--- config.mk ---
export PLATFORM = sky130hd
export DESIGN_NAME = char_buffer_arbiter_flat
export DESIGN_NICKNAME = d
export VERILOG_FILES = /design/src/rtl/vt52_pkg.sv /design/src/rtl/char_buffer_arbiter_if.sv /design/src/rtl/buffer_addr_counter.sv /design/src/rtl/char_buffer_arbiter.sv /design/src/flat_wrapper.sv
export SDC_FILE = /design/constraint.sdc
export NUM_CORES = 1
export LEC_CHECK = 0
export CAP_MARGIN = 20
export CORE_ASPECT_RATIO = 1.25
export CORE_UTILIZATION = 48
export DETAILED_ROUTE_END_ITERATION = 10
export PLACE_DENSITY = 0.89
export SYNTH_ARGS = -nofsm -noshare
export SYNTH_HDL_FRONTEND = slang
export SYNTH_SLANG_ARGS = --single-unit
--- constraint.sdc ---
create_clock -name clk -period 2.8 [get_ports clk]
set_clock_uncertainty 0.05 [all_clocks]
set_input_delay 0.42 -clock clk [delete_from_list [all_inputs] [get_ports clk]]
set_output_delay 0.42 -clock clk [all_outputs]
set_load 0.01 [all_outputs]
--- src/rtl/vt52_pkg.sv ---
// vt52_pkg: shared constants and types for the VT52 terminal character path.
//   ADDR_BITS   : character buffer address width
//   COLUMNS/ROWS: screen geometry; BUFFER_SIZE is the number of valid cells
//   arb_state_t : write-port arbiter states
package vt52_pkg;

    localparam int ADDR_BITS   = 11;
    localparam int COLUMNS     = 80;
    localparam int ROWS        = 24;
    localparam int BUFFER_SIZE = COLUMNS * ROWS;

    typedef enum logic {
        IDLE = 1'b0,
        FILL = 1'b1
    } arb_state_t;

endpackage

--- src/rtl/char_buffer_arbiter_if.sv ---
// char_buffer_arbiter_if: bundles the requester handshakes and the char
// buffer write port around the arbiter.
//   wr_*        : single-character write request (valid/ready)
//   fill_*      : fill request (valid/ready), start cell and length
//   busy        : fill in progress
//   fill_done   : pulse with the last write of a fill
//   new_char*   : char buffer write port
// Modports: slave = the arbiter, master = requesters + char buffer side.
interface char_buffer_arbiter_if #(
    parameter int ADDR_BITS = vt52_pkg::ADDR_BITS
);
    logic [7:0]           wr_char;
    logic [ADDR_BITS-1:0] wr_addr;
    logic                 wr_valid;
    logic                 wr_ready;
    logic [7:0]           fill_char;
    logic [ADDR_BITS-1:0] fill_start;
    logic [ADDR_BITS:0]   fill_len;
    logic                 fill_valid;
    logic                 fill_ready;
    logic                 busy;
    logic                 fill_done;
    logic [7:0]           new_char;
    logic [ADDR_BITS-1:0] new_char_address;
    logic                 new_char_wen;

    modport slave (
        input  wr_char, wr_addr, wr_valid,
        input  fill_char, fill_start, fill_len, fill_valid,
        output wr_ready, fill_ready, busy, fill_done,
        output new_char, new_char_address, new_char_wen
    );

    modport master (
        output wr_char, wr_addr, wr_valid,
        output fill_char, fill_start, fill_len, fill_valid,
        input  wr_ready, fill_ready, busy, fill_done,
        input  new_char, new_char_address, new_char_wen
    );
endinterface

--- src/rtl/buffer_addr_counter.sv ---
// buffer_addr_counter: address register with modulo-BUFFER_SIZE increment and
// a remaining-length down-counter for the fill engine.
//   i_clk, i_reset : clock, async active-high reset
//   i_load         : load i_start/i_len (i_start already < BUFFER_SIZE)
//   i_inc          : one write issued; advance address, decrement count
//   i_start, i_len : first cell of the fill, number of cells (>= 1)
//   o_addr         : address of the next write after the one on the bus
//   o_last        : the write currently on the bus is the final one
module buffer_addr_counter #(
    parameter int ADDR_BITS   = vt52_pkg::ADDR_BITS,
    parameter int BUFFER_SIZE = vt52_pkg::BUFFER_SIZE
) (
    input  logic                 i_clk,
    input  logic                 i_reset,
    input  logic                 i_load,
    input  logic                 i_inc,
    input  logic [ADDR_BITS-1:0] i_start,
    input  logic [ADDR_BITS:0]   i_len,
    output logic [ADDR_BITS-1:0] o_addr,
    output logic                 o_last
);
    localparam logic [ADDR_BITS-1:0] LAST_CELL = ADDR_BITS'(BUFFER_SIZE - 1);
    localparam logic [ADDR_BITS-1:0] ADDR_ONE  = ADDR_BITS'(1);
    localparam logic [ADDR_BITS:0]   LEN_ONE   = (ADDR_BITS + 1)'(1);

    logic [ADDR_BITS-1:0] r_addr;
    logic [ADDR_BITS:0]   r_cnt;

    // Wrap at the buffer size, which is not a power of two.
    function automatic logic [ADDR_BITS-1:0] wrap_inc(input logic [ADDR_BITS-1:0] a);
        return (a == LAST_CELL) ? '0 : a + ADDR_ONE;
    endfunction

    // The first cell is driven straight onto the output register at
    // acceptance, so the address register starts one cell ahead.
    // NOTE: sequential state uses non-blocking assignments so every flop
    // samples pre-edge values regardless of statement order.
    always_ff @(posedge i_clk or posedge i_reset) begin
        if (i_reset) begin
            r_addr <= '0;
            r_cnt  <= '0;
        end else if (i_load) begin
            r_addr <= wrap_inc(i_start);
            r_cnt  <= i_len;
        end else if (i_inc) begin
            r_addr <= wrap_inc(r_addr);
            r_cnt  <= r_cnt - LEN_ONE;
        end
    end

    assign o_addr = r_addr;
    assign o_last = (r_cnt == LEN_ONE);

endmodule

--- src/rtl/char_buffer_arbiter.sv ---
// char_buffer_arbiter: owns the char buffer write port and shares it between
// single-character writes and a fill engine (wrapping, circular buffer).
//   clk   : VGA clock
//   reset : async active-high; aborts any fill in progress
//   bus   : char_buffer_arbiter_if slave (requests, readies, status,
//           registered char buffer write port)
module char_buffer_arbiter
    import vt52_pkg::*;
#(
    parameter int ADDR_BITS   = vt52_pkg::ADDR_BITS,
    parameter int BUFFER_SIZE = vt52_pkg::BUFFER_SIZE
) (
    input  logic                  clk,
    input  logic                  reset,
    char_buffer_arbiter_if.slave  bus
);
    localparam logic [ADDR_BITS:0]   SIZE_LEN  = (ADDR_BITS + 1)'(BUFFER_SIZE);
    localparam logic [ADDR_BITS-1:0] SIZE_ADDR = ADDR_BITS'(BUFFER_SIZE);

    arb_state_t           r_state;
    arb_state_t           w_next_state;
    logic [7:0]           r_char;
    logic [ADDR_BITS-1:0] r_addr;
    logic                 r_wen;

    logic                 w_wr_accept;
    logic                 w_fill_accept;
    logic                 w_load;
    logic                 w_inc;
    logic [ADDR_BITS-1:0] w_fill_addr;
    logic [ADDR_BITS:0]   w_fill_len;
    logic [ADDR_BITS-1:0] w_cnt_addr;
    logic                 w_last;

    // A start beyond the buffer folds back once; BUFFER_SIZE > 2^ADDR_BITS/2
    // guarantees a single subtraction is enough.
    assign w_fill_addr = ({1'b0, bus.fill_start} < SIZE_LEN) ? bus.fill_start
                                                             : bus.fill_start - SIZE_ADDR;
    assign w_fill_len  = (bus.fill_len > SIZE_LEN) ? SIZE_LEN : bus.fill_len;

    // Single writes win a same-cycle tie; the fill simply stays pending.
    assign bus.wr_ready   = (r_state == IDLE);
    assign bus.fill_ready = (r_state == IDLE) && !bus.wr_valid;
    assign w_wr_accept    = bus.wr_valid && bus.wr_ready;
    assign w_fill_accept  = bus.fill_valid && bus.fill_ready;

    assign bus.busy      = (r_state == FILL);
    assign bus.fill_done = (r_state == FILL) && w_last;

    buffer_addr_counter #(
        .ADDR_BITS   (ADDR_BITS),
        .BUFFER_SIZE (BUFFER_SIZE)
    ) u_counter (
        .i_clk   (clk),
        .i_reset (reset),
        .i_load  (w_load),
        .i_inc   (w_inc),
        .i_start (w_fill_addr),
        .i_len   (w_fill_len),
        .o_addr  (w_cnt_addr),
        .o_last  (w_last)
    );

    always_ff @(posedge clk or posedge reset) begin
        if (reset) r_state <= IDLE;
        else       r_state <= w_next_state;
    end

    // NOTE: every output of this block gets a default first, so no path
    // leaves a signal unassigned and no latch is inferred.
    always_comb begin
        w_next_state = r_state;
        w_load       = 1'b0;
        w_inc        = 1'b0;
        case (r_state)
            IDLE: begin
                // A zero-length fill is consumed without any effect.
                if (w_fill_accept && (w_fill_len != '0)) begin
                    w_load       = 1'b1;
                    w_next_state = FILL;
                end
            end
            FILL: begin
                w_inc = 1'b1;
                if (w_last) w_next_state = IDLE;
            end
            default: w_next_state = IDLE;
        endcase
    end

    // Write port registers. During a fill r_char keeps the fill character
    // loaded at acceptance.
    always_ff @(posedge clk or posedge reset) begin
        if (reset) begin
            r_char <= '0;
            r_addr <= '0;
            r_wen  <= 1'b0;
        end else begin
            r_wen <= 1'b0;
            if (r_state == IDLE) begin
                if (w_wr_accept) begin
                    r_char <= bus.wr_char;
                    r_addr <= bus.wr_addr;
                    r_wen  <= 1'b1;
                end else if (w_load) begin
                    r_char <= bus.fill_char;
                    r_addr <= w_fill_addr;
                    r_wen  <= 1'b1;
                end
            end else if (!w_last) begin
                r_addr <= w_cnt_addr;
                r_wen  <= 1'b1;
            end
        end
    end

    assign bus.new_char         = r_char;
    assign bus.new_char_address = r_addr;
    assign bus.new_char_wen     = r_wen;

endmodule

--- src/flat_wrapper.sv ---
// flat-port wrapper written by rule: the top's interface ports become plain ports
module char_buffer_arbiter_flat import vt52_pkg::*;
#(
    parameter int ADDR_BITS   = vt52_pkg::ADDR_BITS,
    parameter int BUFFER_SIZE = vt52_pkg::BUFFER_SIZE
)
  (clk, reset, bus_wr_char, bus_wr_addr, bus_wr_valid, bus_fill_char, bus_fill_start, bus_fill_len, bus_fill_valid, bus_wr_ready, bus_fill_ready, bus_busy, bus_fill_done, bus_new_char, bus_new_char_address, bus_new_char_wen);
  char_buffer_arbiter_if #(.ADDR_BITS(ADDR_BITS)) bus_i ();
  input  logic clk;
  input  logic reset;
  input wire logic [$bits(bus_i.wr_char)-1:0] bus_wr_char;
  input wire logic [$bits(bus_i.wr_addr)-1:0] bus_wr_addr;
  input wire logic [$bits(bus_i.wr_valid)-1:0] bus_wr_valid;
  input wire logic [$bits(bus_i.fill_char)-1:0] bus_fill_char;
  input wire logic [$bits(bus_i.fill_start)-1:0] bus_fill_start;
  input wire logic [$bits(bus_i.fill_len)-1:0] bus_fill_len;
  input wire logic [$bits(bus_i.fill_valid)-1:0] bus_fill_valid;
  output wire logic [$bits(bus_i.wr_ready)-1:0] bus_wr_ready;
  output wire logic [$bits(bus_i.fill_ready)-1:0] bus_fill_ready;
  output wire logic [$bits(bus_i.busy)-1:0] bus_busy;
  output wire logic [$bits(bus_i.fill_done)-1:0] bus_fill_done;
  output wire logic [$bits(bus_i.new_char)-1:0] bus_new_char;
  output wire logic [$bits(bus_i.new_char_address)-1:0] bus_new_char_address;
  output wire logic [$bits(bus_i.new_char_wen)-1:0] bus_new_char_wen;
  assign bus_i.wr_char = bus_wr_char;
  assign bus_i.wr_addr = bus_wr_addr;
  assign bus_i.wr_valid = bus_wr_valid;
  assign bus_i.fill_char = bus_fill_char;
  assign bus_i.fill_start = bus_fill_start;
  assign bus_i.fill_len = bus_fill_len;
  assign bus_i.fill_valid = bus_fill_valid;
  assign bus_wr_ready = bus_i.wr_ready;
  assign bus_fill_ready = bus_i.fill_ready;
  assign bus_busy = bus_i.busy;
  assign bus_fill_done = bus_i.fill_done;
  assign bus_new_char = bus_i.new_char;
  assign bus_new_char_address = bus_i.new_char_address;
  assign bus_new_char_wen = bus_i.new_char_wen;
  char_buffer_arbiter #(.ADDR_BITS(ADDR_BITS), .BUFFER_SIZE(BUFFER_SIZE)) u_core (.clk(clk), .reset(reset), .bus(bus_i));
endmodule
==> results.md <==
Synthesis:
- The gate count of the mapped netlist is 320.
- Synthesis inferred 44 register bits.
- The top-area cell type share of the netlist area is 0.401.
- The number of flops mapped to enable cells by yosys is 0.
- Each instance of the synthesized netlist takes up on average 8.59 um2.
- Sorting the synthesized cells by area gives the leading types as dfrtp_1 40%, mux2i_1 6.9%, o21ai_0 6.4%.
- Of all flip-flops after synthesis, the portion carrying an async set or reset was 1.00.
- The combined area of all synthesized cells is 0.00275 mm2.
- dfrtp_1 is the most common cell in the netlist.
- The largest area contributor in the netlist is dfrtp_1.
- During synthesis, Yosys emitted a total of 0 warnings.
- The share of synthesized area occupied by flip-flops and latches is 0.401.
- The count of cell types in the netlist is 46.
- The net count after synthesis is 379.
- Sorting the synthesized cells by how often they occur yields 44 x dfrtp_1, 40 x nand2_1, 35 x o21ai_0, 32 x nor2_1, 26 x a21oi_1.
- The prevailing post-synth register cell is dfrtp_1.

Worst setup path:
- Traced cell by cell, the critical path runs through clkdlybuf4s50_1 > or4_4 > o41ai_4 > buf_4 > a21oi_1 > nor2_1 > a21oi_1.
- The register-to-register setup slack is 630 ps.
- The worst flop-to-flop path startpoint is u_core.u_counter.o_addr[0].
- The most repeated library cell on the critical path is a21oi_1.
- The largest fanout of any net on the critical path is 16.
- The worst-path cell with the longest stage delay is or4_4.
- STA classifies the critical path endpoint as a flip-flop.
- Data arrives at the worst endpoint at 2600 ps.
- The critical setup path kind is in -> reg.
- The depth of the worst register-to-register path is 7.
- The element type at the critical path start is a primary input.
- For the worst setup path, the data required time is 2900 ps.
- For this run, the slowest stage of the critical path takes 560 ps.
- The endpoint identified for the worst register-to-register timing path is u_core.u_counter.o_addr[3].

Clock network:
- The TritonCTS clock tree is yes.
- The clock latency at the later pin of the worst-skew pair is 310 ps.
- The clock transition time at the flip-flop clock pins of the worst setup and hold paths is 90 ps.
- TritonCTS created 5 clock buffers.
- The longest clock path from root to sink contains 2 buffers.
- The buffer cell driving the clock tree root is clkbuf_8.
- The H-tree was split into 2 levels.
- Counting every sink on the clock net gives 44.

Routing:
- The average via count per standard cell is 5.96.
- Detailed routing inserted a total of 2847 vias.
- For this run, design rule violations remaining after detail routing come to 0.
- The number of DRC markers in iteration 0 is 196.
- The number of optimization iterations in the first detailed-route pass is 4.
- Once detail routing completed, the nets flagged for antenna violations numbered 0.
- The detailed-route wire length is 7660 um.
- In the final routed layout, each cell accounts on average for 16.0 um.

Global routing:
- The first global-routing pass estimated 12400 um of wire.
- The largest net degree at the start of global routing is 31.
- The number of global-route vias before repair was 2800.
- The number of antenna violations at the first check in global routing is 0.
- Summed over all layers, the global routing overflow is 0.
- Across every metal layer, demand over resource in global routing totals 0.257.

Timing:
- The count of final setup violators is 0.
- Of the available clock period, the critical path in the final layout requires 0.894.
- The tightest hold path in the finished design has a slack of 260 ps.
- The number of endpoints with negative hold slack in the final report is 0.
- Setup repair after global routing left no endpoint under its margin.
- The maximum operating frequency is 0.400 GHz.
- The pin slew with the least headroom to its limit is 1050 ps.
- The final critical path time including I/O delays and setup is 2500 ps.
- The remaining max-slew budget at the tightest pin is 0.303.
- The count of pins over their slew limit was 0.

Die:
- The starting density of the core is 0.502.
- From left edge to right edge, the die measures 69.7 um.
- The floorplan row count is 30.
- The die is 86.6 um tall.
- Pin placement for this block handled 78 I/O pins.
- The area of the core region is 0.00548 mm2.
- The floorplan die area is 0.00604 mm2.

Finish:
- The net total in the final layout is 472.
- The finished cells cover 0.00386 mm2.
- Excluding fillers, the count of instances in the completed layout stands at 478.
- The number of antenna diodes in the final layout is 0.
- From synthesis to final layout, the design area changed by 40.6%.
- The share of final-layout standard cells stronger than drive strength 1 is 0.0894.

Place:
- Port buffering added 77 buffers.
- The detailed placement HPWL is 5780 um.
- Once placement completed, the tool counted placed cells totaling 465.
- The placed standard-cell area is 0.00367 mm2.
- At the end of routability-driven placement, the weighted congestion stood at 0.883.

Status:
- The flow ran to the end, and the final reports show no timing, DRC or antenna violations.

Power and ir drop:
- The power consumption is 2330 uW.
- Summed over all cells, the static leakage comes to 0.00160 uW.
- For this design the ratio of total power to cell area is 602 mW/mm2.
- The largest vdd supply drop is 0.000358 V.

Flow run:
- The number of maximum-capacitance violations is 0.

Worst hold path:
- In this run the worst hold path is classified as in -> async.
## logic make-up after synthesis
kind of cell	after synthesis	share of synthesized area
AOI/OAI and AO/OA	92	0.213
buffers and inverters	24	0.0355
and+or+nand+nor	119	0.204
muxes	20	0.0733
xor gates and xnor gates	16	0.0510
DFF	44	0.401
adders and majority gates	5	0.0228
## routing by layer
layer / vias to the layer above / global-route usage / part of all wire
met5: - / 0 / 0
met4: 0 / 0.107 / 0.022
met3: 14 / 0.0465 / 0.068
met1: 1367 / 0.303 / 0.40
li1: 1344 / - / -
met2: 122 / 0.462 / 0.51
## placed cells by master, fill, tap and decap left out, types with 9 or more instances in the layout
master and count:
clkdlybuf4s50_1 76, dfrtp_1 44, nand2_1 40, o21ai_0 35, nor2_1 32, a21oi_1 26
buf_4 21, mux2i_1 19, nand3_1 15, inv_1 9
## registers in the layout, indices dropped and copies added, names as in the netlist
register                     count
u_core.bus.busy                  1
u_core.bus.new_char              8
u_core.u_counter.r_cnt          12
u_core.u_counter.o_addr         11
u_core.bus.new_char_wen          1
u_core.bus.new_char_address     11
## critical path: cells and delay by family
family | cells | cell delay (ps)
AOI/OAI and AO/OA | 3 | 800
buffers and inverters | 2 | 620
and+or+nand+nor | 2 | 770
## timing repair
| action | in CTS | in global routing |
|---|---|---|
| endpoints found under the setup margin | 1 | 1 |
| pin swaps | 1 | 0 |
| gates resized for setup | 2 | 2 |
| hold buffers | 0 | 0 |
| gates cloned | 0 | 0 |
| setup buffers | 0 | 4 |
## worst max-delay path by stage
| stage | slack (ps) | depth (start not counted) | from | to |
|---|---|---|---|---|
| floorplan | 530 | 7 | bus_fill_len[3] | u_core.u_counter.o_addr[9] |
| global placement | 70 | 8 | bus_fill_len[3] | u_core.u_counter.r_cnt[3] |
| detailed placement | -40 | 7 | bus_fill_len[3] | u_core.bus.new_char[1] |
| CTS | 20 | 5 | u_core.u_counter.r_cnt[8] | bus_fill_done |
| global route | 160 | 7 | bus_fill_len[3] | u_core.bus.new_char[6] |
| finish | 300 | 7 | bus_fill_len[3] | u_core.bus.new_char[1] |
## where the power goes
group | internal, uW | leakage, uW | switching, uW
clock | 269 | 0.0000548 | 236
sequential | 822 | 0.000509 | 200
combinational | 442 | 0.00103 | 356
## layout make-up
cell class / instances / area [um2]
inverter: 11 / 41.3
clock inverter: 3 / 46.3
sequential: 44 / 1100
timing repair buffer: 99 / 958
tap: 64 / 80.1
multi-input combinational: 252 / 1570
clock buffer: 5 / 68.8
fill: 422 / 1620
## through the flow
step / setup WS [ps] / TNS (ps) / utilization
CTS: 20.3 / 0 / 0.693
detailed placement: -35.1 / -136 / 0.670
floorplan: 527 / 0 / -
global placement: 66.3 / 0 / 0.670
global route: 161 / 0 / 0.705
finish: 298 / 0 / 0.705
Power figures use the tool's default switching activity.
